[config.mk]
export PLATFORM = sky130hd
export DESIGN_NAME = log_afpm_stream
export DESIGN_NICKNAME = d
export VERILOG_FILES = /design/src/rtl/log_afpm_stream.sv
export SDC_FILE = /design/constraint.sdc
export NUM_CORES = 1
export LEC_CHECK = 0
export CORE_MARGIN = 5
export CORE_UTILIZATION = 28
export DETAILED_ROUTE_END_ITERATION = 10
export GPL_TIMING_DRIVEN = 1
export PLACE_DENSITY = 0.58
export REMOVE_ABC_BUFFERS = 1
export SLEW_MARGIN = 20
export SYNTH_ARGS = -nofsm -noshare
export SYNTH_HDL_FRONTEND = slang
export SYNTH_SLANG_ARGS = --single-unit
[constraint.sdc]
create_clock -name clk -period 4.1 [get_ports clk]
set_input_delay 1.23 -clock clk [delete_from_list [all_inputs] [get_ports clk]]
set_output_delay 1.23 -clock clk [all_outputs]
set_load 0.1 [all_outputs]
[src/rtl/log_afpm_stream.sv]
// Streaming Mitchell-log approximate FP multiplier: byte-serial operand load, one compute
// cycle, byte-serial result with backpressure. Optional macro LOG_AFPM_ERR_COMP_EN adds mean-error compensation.
module log_afpm_stream #(
    parameter int unsigned EXP_W = 5,
    parameter int unsigned MAN_W = 10,
    parameter int unsigned BUS_W = 8
) (
    input  logic             clk,
    input  logic             rst,
    input  logic             en,
    input  logic             in_valid,
    output logic             in_ready,
    input  logic [BUS_W-1:0] a_byte,
    input  logic [BUS_W-1:0] b_byte,
    output logic             out_valid,
    input  logic             out_ready,
    output logic [BUS_W-1:0] out_byte,
    output logic             out_last,
    output logic [4:0]       out_flags
);

    localparam int unsigned W       = 1 + EXP_W + MAN_W;
    localparam int unsigned BEATS   = W / BUS_W;
    localparam int unsigned CNT_W   = (BEATS > 1) ? $clog2(BEATS) : 1;
    localparam int unsigned EW2     = EXP_W + 2;
    localparam int unsigned MW1     = MAN_W + 1;
    localparam int unsigned BIAS    = (1 << (EXP_W - 1)) - 1;
    localparam int unsigned EXP_MAX = (1 << EXP_W) - 1;

    typedef enum logic [1:0] {LOAD, COMP, SEND} state_t;

    state_t           state;
    logic [CNT_W-1:0] cnt;
    logic [W-1:0]     a_reg;
    logic [W-1:0]     b_reg;
    logic [W-1:0]     result_reg;

    logic             sign_c;
    logic [EXP_W-1:0] exp_a, exp_b;
    logic [MAN_W-1:0] man_a, man_b;
    logic             nan_a, nan_b, inf_a, inf_b, zero_a, zero_b;
    logic [MW1-1:0]   sum_c;
    logic             carry_c;
    logic [MAN_W-1:0] frac_c;
    logic [EW2-1:0]   e_u;
    logic signed [EW2-1:0] e_s;
    logic [W-1:0]     res_c;
    logic [4:0]       flags_c;

    assign sign_c  = a_reg[W-1] ^ b_reg[W-1];
    assign exp_a   = a_reg[W-2 -: EXP_W];
    assign exp_b   = b_reg[W-2 -: EXP_W];
    assign man_a   = a_reg[MAN_W-1:0];
    assign man_b   = b_reg[MAN_W-1:0];
    assign nan_a   = (exp_a == '1) && (man_a != '0);
    assign nan_b   = (exp_b == '1) && (man_b != '0);
    assign inf_a   = (exp_a == '1) && (man_a == '0);
    assign inf_b   = (exp_b == '1) && (man_b == '0);
    assign zero_a  = (exp_a == '0);
    assign zero_b  = (exp_b == '0);

    // Log-domain add: mantissa sum, carry bumps the exponent
    assign sum_c   = MW1'(man_a) + MW1'(man_b);
    assign carry_c = sum_c[MAN_W];
    assign e_u     = EW2'(exp_a) + EW2'(exp_b) + EW2'(carry_c) - EW2'(BIAS);
    assign e_s     = e_u;

`ifdef LOG_AFPM_ERR_COMP_EN
    logic [MW1-1:0] comp_c;
    assign comp_c = MW1'(sum_c[MAN_W-1:0]) + MW1'(1 << (MAN_W - 4));
    assign frac_c = carry_c ? sum_c[MAN_W-1:0]
                            : (comp_c[MAN_W] ? '1 : comp_c[MAN_W-1:0]);
`else
    assign frac_c = sum_c[MAN_W-1:0];
`endif

    // Exception priority: nan, inf, zero, overflow, underflow
    always_comb begin
        res_c   = {sign_c, e_u[EXP_W-1:0], frac_c};
        flags_c = 5'b00000;
        if (nan_a || nan_b || (inf_a && zero_b) || (inf_b && zero_a)) begin
            res_c   = {1'b0, {EXP_W{1'b1}}, 1'b1, {(MAN_W-1){1'b0}}};
            flags_c = 5'b10000;
        end else if (inf_a || inf_b) begin
            res_c   = {sign_c, {EXP_W{1'b1}}, {MAN_W{1'b0}}};
            flags_c = 5'b01000;
        end else if (zero_a || zero_b) begin
            res_c   = {sign_c, {(W-1){1'b0}}};
            flags_c = 5'b00100;
        end else if (e_s >= $signed(EW2'(EXP_MAX))) begin
            res_c   = {sign_c, {EXP_W{1'b1}}, {MAN_W{1'b0}}};
            flags_c = 5'b01010;
        end else if (e_s <= $signed(EW2'(0))) begin
            res_c   = {sign_c, {(W-1){1'b0}}};
            flags_c = 5'b00101;
        end
    end

    // Operands shift in from the top so the first (LSB) beat ends up at bit 0
    always_ff @(posedge clk or posedge rst) begin
        if (rst) begin
            state      <= LOAD;
            cnt        <= '0;
            a_reg      <= '0;
            b_reg      <= '0;
            result_reg <= '0;
            in_ready   <= 1'b1;
            out_valid  <= 1'b0;
            out_byte   <= '0;
            out_last   <= 1'b0;
            out_flags  <= '0;
        end else if (en) begin
            case (state)
                LOAD: begin
                    if (in_valid) begin
                        a_reg <= W'({a_byte, a_reg} >> BUS_W);
                        b_reg <= W'({b_byte, b_reg} >> BUS_W);
                        if (cnt == CNT_W'(BEATS - 1)) begin
                            cnt      <= '0;
                            in_ready <= 1'b0;
                            state    <= COMP;
                        end else begin
                            cnt <= cnt + 1'b1;
                        end
                    end
                end
                COMP: begin
                    result_reg <= res_c;
                    out_flags  <= flags_c;
                    cnt        <= '0;
                    state      <= SEND;
                end
                SEND: begin
                    if (!out_valid) begin
                        // Entry cycle presents beat 0
                        out_valid  <= 1'b1;
                        out_byte   <= result_reg[BUS_W-1:0];
                        result_reg <= W'(result_reg >> BUS_W);
                        out_last   <= (BEATS == 1);
                    end else if (out_ready) begin
                        if (cnt == CNT_W'(BEATS - 1)) begin
                            out_valid <= 1'b0;
                            out_byte  <= '0;
                            out_last  <= 1'b0;
                            out_flags <= '0;
                            in_ready  <= 1'b1;
                            cnt       <= '0;
                            state     <= LOAD;
                        end else begin
                            out_byte   <= result_reg[BUS_W-1:0];
                            result_reg <= W'(result_reg >> BUS_W);
                            out_last   <= (cnt == CNT_W'(BEATS - 2));
                            cnt        <= cnt + 1'b1;
                        end
                    end
                end
                default: state <= LOAD;
            endcase
        end
    end

endmodule

==> results.cfg, run 1 <==
[status]
status = finished, violations left
violations = negative setup slack

[global_route]
antenna_found_initial = 0
first_global_vias = 3132
grt_max_degree = 37
grt_usage = 0.1167
grt_overflow = 0
grt_pass1_wl_mm = 15.31

[synthesis]
synth_edf_count = 0
synth_ff_type = dfrtp_1
syn_avg_cell_area_um2 = 10.05
synthArstFlopShare = 1.000
yosys_warnings = 0
syn_area_um2 = 3810
ys_seq_area_frac = 0.4404
ys_types = 56
synth_seq_cells = 67
synthCells = 379

[critical_path]
cp-end-kind = register
crit_buf_inv = 4
cpMaxStageDelayCell = dfrtp_1
arrival_ns = 4.32
cp-start-kind = register
cp_cell_sequence = ha_2, inv_2, fa_2, nor2b_1, o21a_1, a311oi_2, a21oi_2, a21o_1, a21oi_2, ha_1, inv_2, ha_4, inv_2, fa_2, nand2b_4, a21oi_4, o22ai_2, a22oi_2, buf_4, o211ai_4, o311ai_1
critPathMostFrequentCell = inv_2
crit_type = reg2reg
crit_family = compound AO/OA/AOI/OAI gates
cp_max_fo = 8
max_stage_delay_ns = 0.39
crit_required_ns = 4.32

[finish]
finalNetCount = 493
synthToLayoutAreaGrowth_pct = 32.77
diodes = 0
stdcell_area_um2 = 5059
drive_gt1_frac = 0.2550
final_common_cell = dfrtp_1
final_cell_mix = dfrtp_1, nand2_1, clkdlybuf4s50_1

[cts]
cts_hold_buffers = 0
cts-htree-levels = 3
numCtsBuffers = 9
cts_tree = done
clk_path_buf_depth = 2
cts_sinks = 67
clk_pin_slew_ns = 0.06
worstSkewPairLatency_ns = 0.33
cts-root-buf = clkbuf_16

[timing]
slew_violations = 0
setup_viol = 1
period_needed_ns = 4.101
worst_slack_ns = -0.001068
worst_pin_slew_ns = 0.9772
rsz0062_at_grt = yes
finalSetupTns_ns = -0.001068
fin_worst_skew_ns = 0.005212
max_slew_margin = 0.3465
fin_crit_sh = 1.000
fmax_mhz = 243.8
hold_viol = 0
whs_ns = 0.4620

[floorplanning]
dieArea_um2 = 16040
ios = 37
fp.coreArea_um2 = 13300
fp-row-count = 42
floorplan.initialDensity = 0.2866
dieWidth_um = 126.7
die_h_um = 126.7

[route]
vias = 3063
drt_iter0_drc = 195
first_pass_iters = 5
wl_per_cell_um = 14.32
wl_mm = 8.981
vias_per_cell = 4.885
ant_nets = 0
route.detailed.drc = 0

[place]
dp_hpwl_mm = 6.604
portBuffers = 36
postPlaceCellArea_um2 = 4537
gp_congestion = 0.8089
dp_slack_ns = -0.1827

[run]
maxCapViolations = 0

[min_path]
min_path_type = reg2reg
## through the flow
stage / std cells / util
2_1_floorplan: 368 / -
3_3_place_gp: 604 / 0.3412
3_5_place_dp: 604 / 0.3412
4_1_cts: 621 / 0.3698
5_1_grt: 627 / 0.3805
6_report: 627 / 0.3805
## routing by layer
| layer | up-vias | GRT usage | wire length (µm) |
|---|---|---|---|
| met2 | 75 | 0.1796 | 4250 |
| met5 | - | 0 | 0 |
| met1 | 1458 | 0.1594 | 4159 |
| li1 | 1517 | - | - |
| met4 | 0 | 0.03470 | 124 |
| met3 | 13 | 0.03363 | 447 |
## layout make-up
class / count / area (µm²)
Sequential cell: 67 / 1678
Clock inverter: 7 / 92.59
Timing Repair Buffer: 67 / 604.3
Fill cell: 1325 / 8237
Tap cell: 176 / 220.2
Multi-Input combinational cell: 283 / 2171
Inverter: 18 / 67.56
Clock buffer: 9 / 225.2
## cells in the mapped netlist (all sizes together), types with 2 or more instances
master / n / area (µm²)
a31o: 2 / 17.52
a21o: 5 / 37.54
fa: 2 / 40.04
o2bb2ai: 3 / 26.28
nor2b: 4 / 25.02
a21boi: 2 / 15.01
o311ai: 5 / 43.79
a31oi: 4 / 25.02
nor4: 4 / 25.02
a32o: 2 / 20.02
xor2: 8 / 70.07
nor2: 24 / 90.09
nand2b: 2 / 12.51
o21a: 5 / 37.54
nand3b: 2 / 15.01
xnor2: 3 / 26.28
nor3: 2 / 10.01
a22o: 4 / 35.03
nand2: 44 / 165.2
nand3: 15 / 75.07
a21oi: 25 / 125.1
and2: 2 / 12.51
o21ai: 19 / 95.09
o31ai: 4 / 30.03
a211oi: 3 / 27.52
o22ai: 4 / 25.02
o211ai: 2 / 20.02
nand4: 2 / 12.51
ha: 24 / 300.3
or4: 2 / 15.01
clkbuf: 11 / 41.29
and3: 5 / 31.28
mux2i: 2 / 20.02
mux2: 32 / 360.4
inv: 18 / 67.56
dfrtp: 66 / 1652
## logic make-up after synthesis
group / count (synthesis) / share of synthesized area
mux: 34 / 0.09984
compound gates: 97 / 0.1721
buf+inv: 29 / 0.02857
xor+xnor: 11 / 0.02529
flops: 67 / 0.4404
fa+ha+maj: 26 / 0.08933
simple gates: 115 / 0.1445
## worst register-to-register path, stage by stage (launching register included)
cell	delay (ns)
dfrtp_1	0.39
ha_2	0.20
inv_2	0.06
fa_2	0.19
nor2b_1	0.04
o21a_1	0.20
a311oi_2	0.34
a21oi_2	0.11
a21o_1	0.18
a21oi_2	0.13
ha_1	0.24
inv_2	0.07
ha_4	0.13
inv_2	0.03
fa_2	0.36
nand2b_4	0.17
a21oi_4	0.18
o22ai_2	0.09
a22oi_2	0.30
buf_4	0.18
o211ai_4	0.13
o311ai_1	0.28
## what timing repair did
| item | 4_1_cts | 5_1_grt |
|---|---|---|
| endpoints found under the setup margin | 16 | 19 |
| buffers inserted | 2 | 6 |
| gates resized for setup | 14 | 25 |
| pin swaps | 5 | 23 |
## worst paths after layout
check	depth (start not counted)	to	start	slack [ns]
max in group asynchronous	3	b_reg[13]	rst	2.10
max	21	result_reg[7]	b_reg[0]	-0.001
max reg2reg	21	result_reg[7]	b_reg[0]	-0.001
min in group asynchronous	2	out_byte[2]	rst	1.37
min reg2reg	2	out_byte[7]	out_byte[7]	0.46
min	2	out_byte[7]	out_byte[7]	0.46
Power of run 1 is not shown: default switching activity piles up to over one toggle a cycle in this logic, so the estimate is an artifact.
==> inputs of run 2 (changes only) <==
--- a/config.mk
+++ b/config.mk
@@ -6,10 +6,10 @@
 export NUM_CORES = 1
 export LEC_CHECK = 0
 export CORE_MARGIN = 5
-export CORE_UTILIZATION = 28
+export CORE_UTILIZATION = 52
 export DETAILED_ROUTE_END_ITERATION = 10
 export GPL_TIMING_DRIVEN = 1
-export PLACE_DENSITY = 0.58
+export PLACE_DENSITY = 0.88
 export REMOVE_ABC_BUFFERS = 1
 export SLEW_MARGIN = 20
 export SYNTH_ARGS = -nofsm -noshare
==> run 2 against run 1 <==
Against the previous run: the flow still finishes with violations (negative setup slack); worst hold slack better by 0.0033 ns; critical path depth stayed put; routed wire length is 2.3% lower; design area is 5.6% lower; first-iteration DRC count is 17% lower; clock-buffer cell count stayed put; highest routed layer unchanged.
==> results.cfg, run 2 (synthesis results as in run 1) <==
[status]
status = finished, violations left
violations = negative setup slack

[timing]
setup_viol = 6
period_needed_ns = 4.132
worst_pin_slew_ns = 0.9746
fin_crit_sh = 1.008
hold_viol = 0
whs_ns = 0.4654
worst_slack_ns = -0.03230
fin_worst_skew_ns = 0.01114
fmax_mhz = 242.0
slew_violations = 0
rsz0062_at_grt = yes
max_slew_margin = 0.3482

[finish]
finalNetCount = 488
synthToLayoutAreaGrowth_pct = 25.35
stdcell_area_um2 = 4776
nFillCells = 539
diodes = 0
final_common_cell = dfrtp_1
final_cell_mix = dfrtp_1, nand2_1, clkdlybuf4s50_1
drive_gt1_frac = 0.2399

[floorplanning]
fp-row-count = 31
dieArea_um2 = 9138
die_h_um = 95.60
floorplan.initialDensity = 0.5310
dieWidth_um = 95.60
fp.coreArea_um2 = 7176
ios = 37

[place]
gp_congestion = 0.9187
postPlaceCellArea_um2 = 4413
portBuffers = 36
dp_hpwl_mm = 6.152
dp_slack_ns = -0.2734

[route]
wl_mm = 8.776
route.detailed.drc = 0
first_pass_iters = 4
dr_wl_met3_um = 407
highest_layer = met4
vias = 3078
drt_iter0_drc = 161
routed-wl-met2_mm = 4.404
met1Wirelength_mm = 3.836
ant_nets = 0
vias_per_cell = 5.648
wl_per_cell_um = 16.10

[critical_path]
cp-startpoint = b_reg[0]
cp-end-kind = register
ff2ff_setup_slack_ns = -0.03
crit_type = reg2reg
cp-start-kind = register
cp_max_fo = 7
timing.rr.start = b_reg[0]
crit_required_ns = 4.36
arrival_ns = 4.39

[cts]
worstSkewPairLatency_ns = 0.36
cts-htree-levels = 3
cts_tree = done
numCtsBuffers = 9
clk_pin_slew_ns = 0.08
cts_hold_buffers = 0
clk_path_buf_depth = 2
cts-root-buf = clkbuf_8
cts_sinks = 67

[global_route]
grt_usage = 0.2045
grt_max_degree = 50
grt_overflow = 0
antenna_found_initial = 0
grt_pass1_wl_mm = 14.39
first_global_vias = 3063

[min_path]
hold_path.startpoint = out_byte[3]
min_path_type = reg2reg

[run]
maxCapViolations = 0
==> run 2: changes by cell type in the layout (fill, tap and decap cells not counted), moves of 2 or more <==
cell       delta
inv_6         +2
inv_2         -2
buf_4         -5
a21boi_1      -2
a211oi_2      -2
clkbuf_8      +9
clkinv_2      -2
clkbuf_16     -9
a21oi_2       -3
a21oi_1       +3
==> run 2: cell type report <==
| type | instances | area, µm² | area share |
|---|---|---|---|
| inverters | 18 | 68.82 | 0.01441 |
| clock inverters | 7 | 83.83 | 0.01755 |
| well taps | 99 | 123.9 | 0.02594 |
| flip-flops and latches | 67 | 1678 | 0.3513 |
| repair buffers | 62 | 558.0 | 0.1168 |
| clock buffers | 9 | 123.9 | 0.02594 |
| multi-input cells | 283 | 2140 | 0.4480 |
==> run 2: metal layers <==
| metal | up-vias | GRT usage |
|---|---|---|
| li1 | 1499 | - |
| met5 | - | 0 |
| met2 | 80 | 0.3411 |
| met3 | 15 | 0.05683 |
| met1 | 1484 | 0.2606 |
| met4 | 0 | 0.05569 |
==> run 2: timing repair <==
item,4_1_cts,5_1_grt
setup endpoints to repair,18,19
setup buffers,2,2
pin swaps,3,16
gates resized for setup,12,22
==> run 2: metrics by stage <==
stage,instances,utilization,TNS [ns]
2_1_floorplan,368,-,0
3_3_place_gp,525,0.6150,0
3_5_place_dp,525,0.6150,-2.269
4_1_cts,543,0.6523,0
5_1_grt,545,0.6656,-3.750
6_report,545,0.6656,-0.08829
==> run 2: worst paths after layout <==
kind,end,cells after the start
worst min register to register,out_byte[3],2
worst max-delay path,result_reg[3],21
worst max register to register,result_reg[3],21
min in group asynchronous,b_reg[9],2
worst min-delay path,out_byte[3],2
max in group asynchronous,b_reg[14],3
==> run 2: critical path, stage by stage (launching register included) <==
cell      delay [ns]
dfrtp_1         0.40
ha_2            0.21
inv_2           0.06
fa_2            0.20
nor2b_1         0.05
o21a_1          0.19
a311oi_2        0.33
a21oi_2         0.11
a21o_1          0.17
a21oi_2         0.11
ha_1            0.23
inv_1           0.06
ha_2            0.19
inv_2           0.04
fa_2            0.40
nand2b_4        0.18
a21oi_4         0.16
o22ai_2         0.11
a22oi_2         0.28
buf_4           0.18
o211ai_4        0.12
o31ai_2         0.27
Power of run 2 is left out for the same reason.
==> inputs of run 3 (changes only) <==
--- a/config.mk
+++ b/config.mk
@@ -5,11 +5,12 @@
 export SDC_FILE = /design/constraint.sdc
 export NUM_CORES = 1
 export LEC_CHECK = 0
+export ABC_CLOCK_PERIOD_IN_PS = 4100
 export CORE_MARGIN = 5
-export CORE_UTILIZATION = 52
+export CORE_UTILIZATION = 51
 export DETAILED_ROUTE_END_ITERATION = 10
 export GPL_TIMING_DRIVEN = 1
-export PLACE_DENSITY = 0.88
+export PLACE_DENSITY = 0.86
 export REMOVE_ABC_BUFFERS = 1
 export SLEW_MARGIN = 20
 export SYNTH_ARGS = -nofsm -noshare
==> run 3 against run 2 <==
Against the previous run: flip-flop and latch count unchanged; first-iteration DRC count down 1.2%; non-clock buffer count down 5; critical path type unchanged; the flow still finishes with violations (negative setup slack).
==> results.cfg, run 3 (synthesis results as in run 1) <==
[floorplanning]
fp.coreArea_um2 = 7253
ios = 37
floorplan.initialDensity = 0.5253
dieArea_um2 = 9299
die_h_um = 96.43
dieWidth_um = 96.43
fp-row-count = 31

[run]
maxCapViolations = 0

[critical_path]
arrival_ns = 4.40
cp-startpoint = b_reg[0]
cpMaxStageDelayCell = fa_2
cp_max_fo = 3
crit_required_ns = 4.39
timing.rr.start = b_reg[0]
crit_type = reg2reg
cp_cell_sequence = ha_2, inv_2, fa_2, nor2b_1, o21a_1, a311oi_2, a21oi_2, a21o_1, a21oi_2, ha_1, inv_1, ha_2, inv_2, fa_2, nand2b_4, a21oi_4, o22ai_2, a22oi_2, buf_4, o2111a_1, a32o_1
cp-start-kind = register
cp-end-kind = register
max_stage_delay_ns = 0.40

[global_route]
grt_max_degree = 37
antenna_found_initial = 0
grt_pass1_wl_mm = 14.35
grt_overflow = 0
grt_usage = 0.1990
first_global_vias = 3080

[timing]
fin_crit_sh = 1.002
max_slew_margin = 0.3487
period_needed_ns = 4.109
setup_viol = 2
finalSetupTns_ns = -0.01356
worst_pin_slew_ns = 0.9738
rsz0062_at_grt = yes
fmax_mhz = 243.4
worst_slack_ns = -0.009162
fin_worst_skew_ns = 0.005256
hold_viol = 0
slew_violations = 0

[place]
gp_congestion = 0.8877
postPlaceCellArea_um2 = 4373
dp_slack_ns = -0.2571
portBuffers = 36
dp_hpwl_mm = 6.330

[status]
status = finished, violations left
violations = negative setup slack

[route]
first_pass_iters = 4
ant_nets = 0
vias = 3084
vias_per_cell = 5.711
drt_iter0_drc = 159
route.detailed.drc = 0
wl_mm = 8.643
wl_per_cell_um = 16.01

[cts]
cts_sinks = 67
cts_tree = done
cts-htree-levels = 3
clk_pin_slew_ns = 0.08
cts-root-buf = clkbuf_8
clk_path_buf_depth = 2
numCtsBuffers = 9
worstSkewPairLatency_ns = 0.35

[finish]
finalNetCount = 483
drive_gt1_frac = 0.2336
synthToLayoutAreaGrowth_pct = 24.20
stdcell_area_um2 = 4732
finalCoreUtilization = 0.6524
final_common_cell = dfrtp_1
diodes = 0
final_cell_mix = dfrtp_1, nand2_1, clkdlybuf4s50_1

[min_path]
hold_path.startpoint = out_byte[5]
min_path_type = reg2reg
==> run 3: cell count changes in the layout (fill, tap and decap cells not counted), sizes merged <==
cell      delta
buf          -5
clkinvlp     +1
bufinv       -1
==> run 3: stage by stage <==
step,hold slack (ns),cells
final,0.4688,540
after global placement,0.4503,518
after detailed placement,0.4558,518
after global routing,0.5043,540
after floorplan,0.4447,368
after CTS,0.4728,537
==> run 3: critical path, delay by kind of cell (launching register included) <==
kind | cells | cell delay (ns)
AND/OR/NAND/NOR | 2 | 0.22
buffers and inverters | 4 | 0.35
AO/OA/AOI/OAI | 10 | 1.88
flip-flops | 1 | 0.39
adder cells (fa/ha/maj) | 5 | 1.20
==> run 3: worst paths after layout <==
kind / endpoint / slack (ns) / cells after the start
min in group asynchronous: out_byte[2] / 1.34 / 2
hold / removal: out_byte[5] / 0.47 / 2
setup reg to reg: result_reg[8] / -0.009 / 21
hold reg to reg: out_byte[5] / 0.47 / 2
max in group asynchronous: a_reg[14] / 2.14 / 3
setup / recovery: result_reg[8] / -0.009 / 21
==> run 3: final cells by class <==
class	instances	area, µm²
fillers	584	2521
multi-input cells	283	2162
flip-flops and latches	67	1678
repair buffers	57	525.5
clock buffers	9	123.9
well taps	99	123.9
inverters	18	67.56
clock inverters	7	51.30
==> run 3: layer usage <==
layer	up-vias	part of all wire	wire length (µm)	GRT usage
met2	67	0.52	4454	0.3456
li1	1502	-	-	-
met5	-	0	0	0
met1	1499	0.42	3649	0.2429
met3	16	0.045	390	0.04725
met4	0	0.017	149	0.06659
==> run 3: repair_timing <==
item,CTS,global route
pin swaps,3,23
endpoints found under the setup margin,18,19
hold buffers,0,0
gates resized for setup,12,24
hold endpoints to repair,0,0
setup buffers,3,3
Power of run 3 is left out for the same reason.
